===== src/rtl/regfile_mp.sv =====
// Multi-port integer register file with optional write bypass, hardwired zero
// register, and a valid/ready dump engine that streams every register out.
module regfile_mp #(
  parameter int XLEN     = 32,
  parameter int DEPTH    = 32,
  parameter int NR       = 2,
  parameter int NW       = 1,
  parameter int BYPASS   = 0,
  parameter int ZERO_REG = 1,
  localparam int AW      = $clog2(DEPTH)
) (
  input  logic              clk,
  input  logic              rst,
  input  logic [NR*AW-1:0]   raddr,
  output logic [NR*XLEN-1:0] rdata,
  input  logic [NW-1:0]      we,
  input  logic [NW*AW-1:0]   waddr,
  input  logic [NW*XLEN-1:0] wdata,
  input  logic              dump_req,
  output logic              dump_valid,
  input  logic              dump_ready,
  output logic [AW-1:0]      dump_idx,
  output logic [XLEN-1:0]    dump_data,
  output logic              dump_busy,
  output logic              dump_done
);

  typedef enum logic [1:0] {IDLE, SEND, DONE} state_t;

  state_t            r_state;
  state_t            w_next;
  logic [XLEN-1:0]   r_regs [DEPTH];
  logic [AW-1:0]     r_idx;
  logic [NR*XLEN-1:0] w_rdata;

  // Ports are visited in ascending order so the highest-index writer wins a conflict.
  always_ff @(posedge clk or posedge rst) begin
    if (rst) begin
      for (int i = 0; i < DEPTH; i++) r_regs[i] <= '0;
    end else begin
      for (int j = 0; j < NW; j++) begin
        if (we[j] && !(ZERO_REG != 0 && waddr[j*AW +: AW] == '0))
          r_regs[waddr[j*AW +: AW]] <= wdata[j*XLEN +: XLEN];
      end
    end
  end

  always_comb begin
    w_rdata = '0;
    for (int k = 0; k < NR; k++) begin
      w_rdata[k*XLEN +: XLEN] = r_regs[raddr[k*AW +: AW]];
      if (BYPASS != 0) begin
        for (int j = 0; j < NW; j++) begin
          if (we[j] && waddr[j*AW +: AW] == raddr[k*AW +: AW])
            w_rdata[k*XLEN +: XLEN] = wdata[j*XLEN +: XLEN];
        end
      end
      if (ZERO_REG != 0 && raddr[k*AW +: AW] == '0)
        w_rdata[k*XLEN +: XLEN] = '0;
    end
  end

  assign rdata = w_rdata;

  always_ff @(posedge clk or posedge rst) begin
    if (rst) begin
      r_state <= IDLE;
      r_idx   <= '0;
    end else begin
      r_state <= w_next;
      case (r_state)
        IDLE: if (dump_req) r_idx <= '0;
        SEND: if (dump_ready) r_idx <= (r_idx == AW'(DEPTH-1)) ? '0 : r_idx + 1'b1;
        default: ;
      endcase
    end
  end

  always_comb begin
    w_next = r_state;
    case (r_state)
      IDLE:    if (dump_req) w_next = SEND;
      SEND:    if (dump_ready && r_idx == AW'(DEPTH-1)) w_next = DONE;
      DONE:    w_next = IDLE;
      default: w_next = IDLE;
    endcase
  end

  // Dump data reads the stored array directly, so same-cycle writes never leak in.
  assign dump_valid = (r_state == SEND);
  assign dump_busy  = (r_state == SEND) || (r_state == DONE);
  assign dump_done  = (r_state == DONE);
  assign dump_idx   = r_idx;
  assign dump_data  = (r_state == SEND && !(ZERO_REG != 0 && r_idx == '0)) ? r_regs[r_idx] : '0;

endmodule


===== config.mk =====
export PLATFORM = sky130hd
export DESIGN_NAME = regfile_mp
export DESIGN_NICKNAME = d
export VERILOG_FILES = /design/src/rtl/regfile_mp.sv
export SDC_FILE = /design/constraint.sdc
export NUM_CORES = 2
export LEC_CHECK = 0
export CAP_MARGIN = 20
export CORE_UTILIZATION = 30
export CTS_CLUSTER_SIZE = 25
export DETAILED_ROUTE_END_ITERATION = 12
export MAX_ROUTING_LAYER = met4
export PLACE_DENSITY = 0.53
export SLEW_MARGIN = 25
export SYNTH_ARGS = -nofsm -noshare
export SYNTH_HDL_FRONTEND = slang
export SYNTH_SLANG_ARGS = --single-unit
export TNS_END_PERCENT = 5

===== constraint.sdc =====
create_clock -name clk -period 38.3 [get_ports clk]
set_input_delay 7.66 -clock clk [delete_from_list [all_inputs] [get_ports clk]]
set_output_delay 7.66 -clock clk [all_outputs]
set_load 0.01 [all_outputs]

==> impl_metrics.ini <==
[run_status]
run_status = finished clean

[logic_synthesis]
yosys_register_bits = 1031
synth-async-reset-ratio = 1.00
yosys_warnings = 0
syn_avg_cell_area_sq_um = 14.4
netlist_area_sq_um = 62900
synth_ff_type = dfrtp_1
ys_types = 50
synth_nets = 4434
synth_edf_count = 0
synth.yosys.seq_area_share = 0.410
synthCells = 4375

[worst_setup_path]
path_max_fanout = 62
critical_path_class = in2out
path_common_cell = buf_4
cp.required_ns = 30.64
path_delay_family = buffers and inverters
max_stage_delay_ns = 0.76
crit_buf_inv = 4
critical_path_arrival_ns = 12.32
end_kind = output port
slowest_stage = buf_4
start_kind = primary input
cp_cell_sequence = buf_8 > buf_4 > buf_4 > mux4_2 > a22o_1 > a2111oi_0 > nor3_1 > clkdlybuf4s50_1

[floorplanning]
die_w_microns = 460
core_area_sq_um = 208000
dieHeight_microns = 460
io_pins = 156
design.die.area_sq_um = 211000
initial_core_util = 0.303
rows = 167

[sta]
rsz0062_at_grt = no
period_needed_ns = 19.98
fin_hold_ws_ns = 0.416
worstMarginPinSlew_ns = 1.25
slew_violations = 0
finalHoldViolations = 0
finalClockSkew_ns = 0.00532
fin_setup_tns_ns = 0
fin_crit_sh = 0.522
finalSetupViolCount = 0
max_freq_mhz = 50.1
relSlewSlack = 0.158

[grt]
grt_pass1_wl_microns = 366000
grt_overflow = 0
busiest_layer = met2
met2_usage = 0.382
grt_pass1_vias = 45000
grtUsageMet3 = 0.0462
antenna_found_initial = 22
use_met1 = 0.310
grt_use_total = 0.251
grt_max_degree = 171

[clock_network]
root_buffer = clkbuf_16
cts_sinks = 1031
cts_tree = built
cts_setup_buffers = 0
clkLatencyLatePin_ns = 0.75
clkSlewWorstSetupHoldPaths_ns = 0.06
htree_levels = 3
cts.repair.resized = 0
cts.hold.buffers_added = 0
clockBufferDepth = 3
numCtsBuffers = 114

[worst_hold_path]
hp-class = reg2reg

[place]
port-buffer-count = 155
gp_congestion = 0.850
place_hpwl_microns = 150000

[routing]
routed_via_density = 6.22
finalWirelength_microns = 260000
wl_per_cell_microns = 36.3
num_vias = 44600
drc_errors = 0
firstDrtPassIters = 5
ant_nets = 0
drtIter0Drc = 4591

[layout]
final_nets = 4325
area_growth_pct = 12.9
final_common_cell = dfrtp_1
layout_common_cells = dfrtp_1, mux2_2, mux4_2
fin_util = 0.342
fillerInstances = 20200
layout-drive-gt1-share = 0.479

[power_and_ir_drop]
p_leak_nw = 28.8
power.density_nw_per_um2 = 55.9
ir_worst_vdd_mv = 0.0459

[run]
max-cap-violations = 0
## stage by stage
step           std cells  power [W]  cell area (sq um)  setup WS (ns)
6_report            7165    0.00397              71000          18.32
3_3_place_gp        6930    0.00275              66800          18.43
4_1_cts             7145    0.00397              71000          18.33
3_5_place_dp        6935    0.00278              67000          18.33
5_1_grt             7159    0.00411              71000          18.06
2_1_floorplan       4375    0.00237              62900           1.63
## final timing paths
| check | startpoint | endpoint | slack, ns | cells past startpoint |
|---|---|---|---|---|
| min | r_regs[1018] | r_regs[1018] | 0.42 | 0 |
| max in group asynchronous | rst | r_regs[977] | 27.77 | 5 |
| max | raddr[5] | rdata[53] | 18.32 | 8 |
| max reg2reg | dump_idx[0] | dump_idx[3] | 35.35 | 8 |
| min in group asynchronous | rst | r_regs[414] | 7.49 | 2 |
| min reg2reg | r_regs[1018] | r_regs[1018] | 0.42 | 0 |
## worst register-to-register path, stage by stage, from the launching register on
cell	delay, ns
dfrtp_4	0.99
buf_12	0.57
ha_1	0.29
and3_1	0.16
ha_1	0.18
nand2b_1	0.16
or3_1	0.18
o21ai_0	0.11
a21o_1	0.19
## synthesized netlist by cell type, types with 3 or more instances
cell | number | area share
a221oi_1 | 10 | 0.0014
buf_6 | 38 | 0.0068
o22ai_1 | 89 | 0.0089
or3_1 | 3 | 0.00030
inv_1 | 6 | 0.00036
nand3_1 | 7 | 0.00056
and3_1 | 4 | 0.00040
ha_1 | 7 | 0.0014
buf_2 | 95 | 0.0076
a2111oi_2 | 9 | 0.0021
mux2i_1 | 408 | 0.065
dfrtp_1 | 1031 | 0.41
nor3_1 | 40 | 0.0032
o211a_1 | 3 | 0.00048
and2_1 | 9 | 0.00090
a2111oi_1 | 4 | 0.00064
nor2_1 | 28 | 0.0017
buf_1 | 64 | 0.0038
a211oi_1 | 62 | 0.0074
a22o_1 | 77 | 0.011
nand2_1 | 31 | 0.0019
nor2b_1 | 45 | 0.0045
a31oi_1 | 9 | 0.00090
a2111oi_0 | 65 | 0.0091
a21oi_1 | 70 | 0.0056
nand3b_1 | 7 | 0.00084
a22oi_1 | 114 | 0.014
nor3b_1 | 7 | 0.00084
buf_4 | 58 | 0.0069
and4b_1 | 4 | 0.00064
mux4_2 | 589 | 0.21
mux2_2 | 1026 | 0.18
nor4_1 | 15 | 0.0015
o21ai_1 | 4 | 0.00032
o221ai_1 | 41 | 0.0057
or3b_2 | 3 | 0.00042
clkbuf_1 | 270 | 0.016
o32ai_1 | 6 | 0.00084
## state kept, by name (all words and copies together), names as in the netlist
| signal | cells |
|---|---|
| dump_idx | 5 |
| r_regs | 1024 |
| r_state | 2 |
## power by group
group          internal (W)  switching, W  total (W)
sequential          0.00130      0.000236    0.00153
clock              0.000698      0.000495    0.00119
combinational      0.000653      0.000588    0.00124
## metal layers
layer / routed length [microns] / vias up
li1: - / 17300
met2: 121000 / 2450
met3: 20400 / 687
met5: 0 / -
met1: 101000 / 24200
met4: 16900 / 0
## cell families (layout without fill, tap and decap cells)
kind of cell | count (synthesis) | after routing | share of synthesized area
AO/OA/AOI/OAI | 568 | 568 | 0.0682
adder cells (fa/ha/maj) | 7 | 7 | 0.00139
buffers and inverters | 535 | 520 | 0.0422
flip-flops | 1031 | 1031 | 0.410
multiplexers | 2023 | 2023 | 0.460
other | 0 | 17 | 0
AND/OR/NAND/NOR | 211 | 211 | 0.0186
## layout make-up
class,count,area (sq um),share of cell area
antenna,17,42.5,0.000599
clock buffer,158,3400,0.0480
clock inverter,52,592,0.00834
inverter,8,37.5,0.000529
multi-input combinational,2809,34900,0.491
sequential,1031,25800,0.364
tap,2788,3490,0.0491
timing repair buffer,302,2720,0.0383
Note: power is estimated with default switching activity, not from simulation.
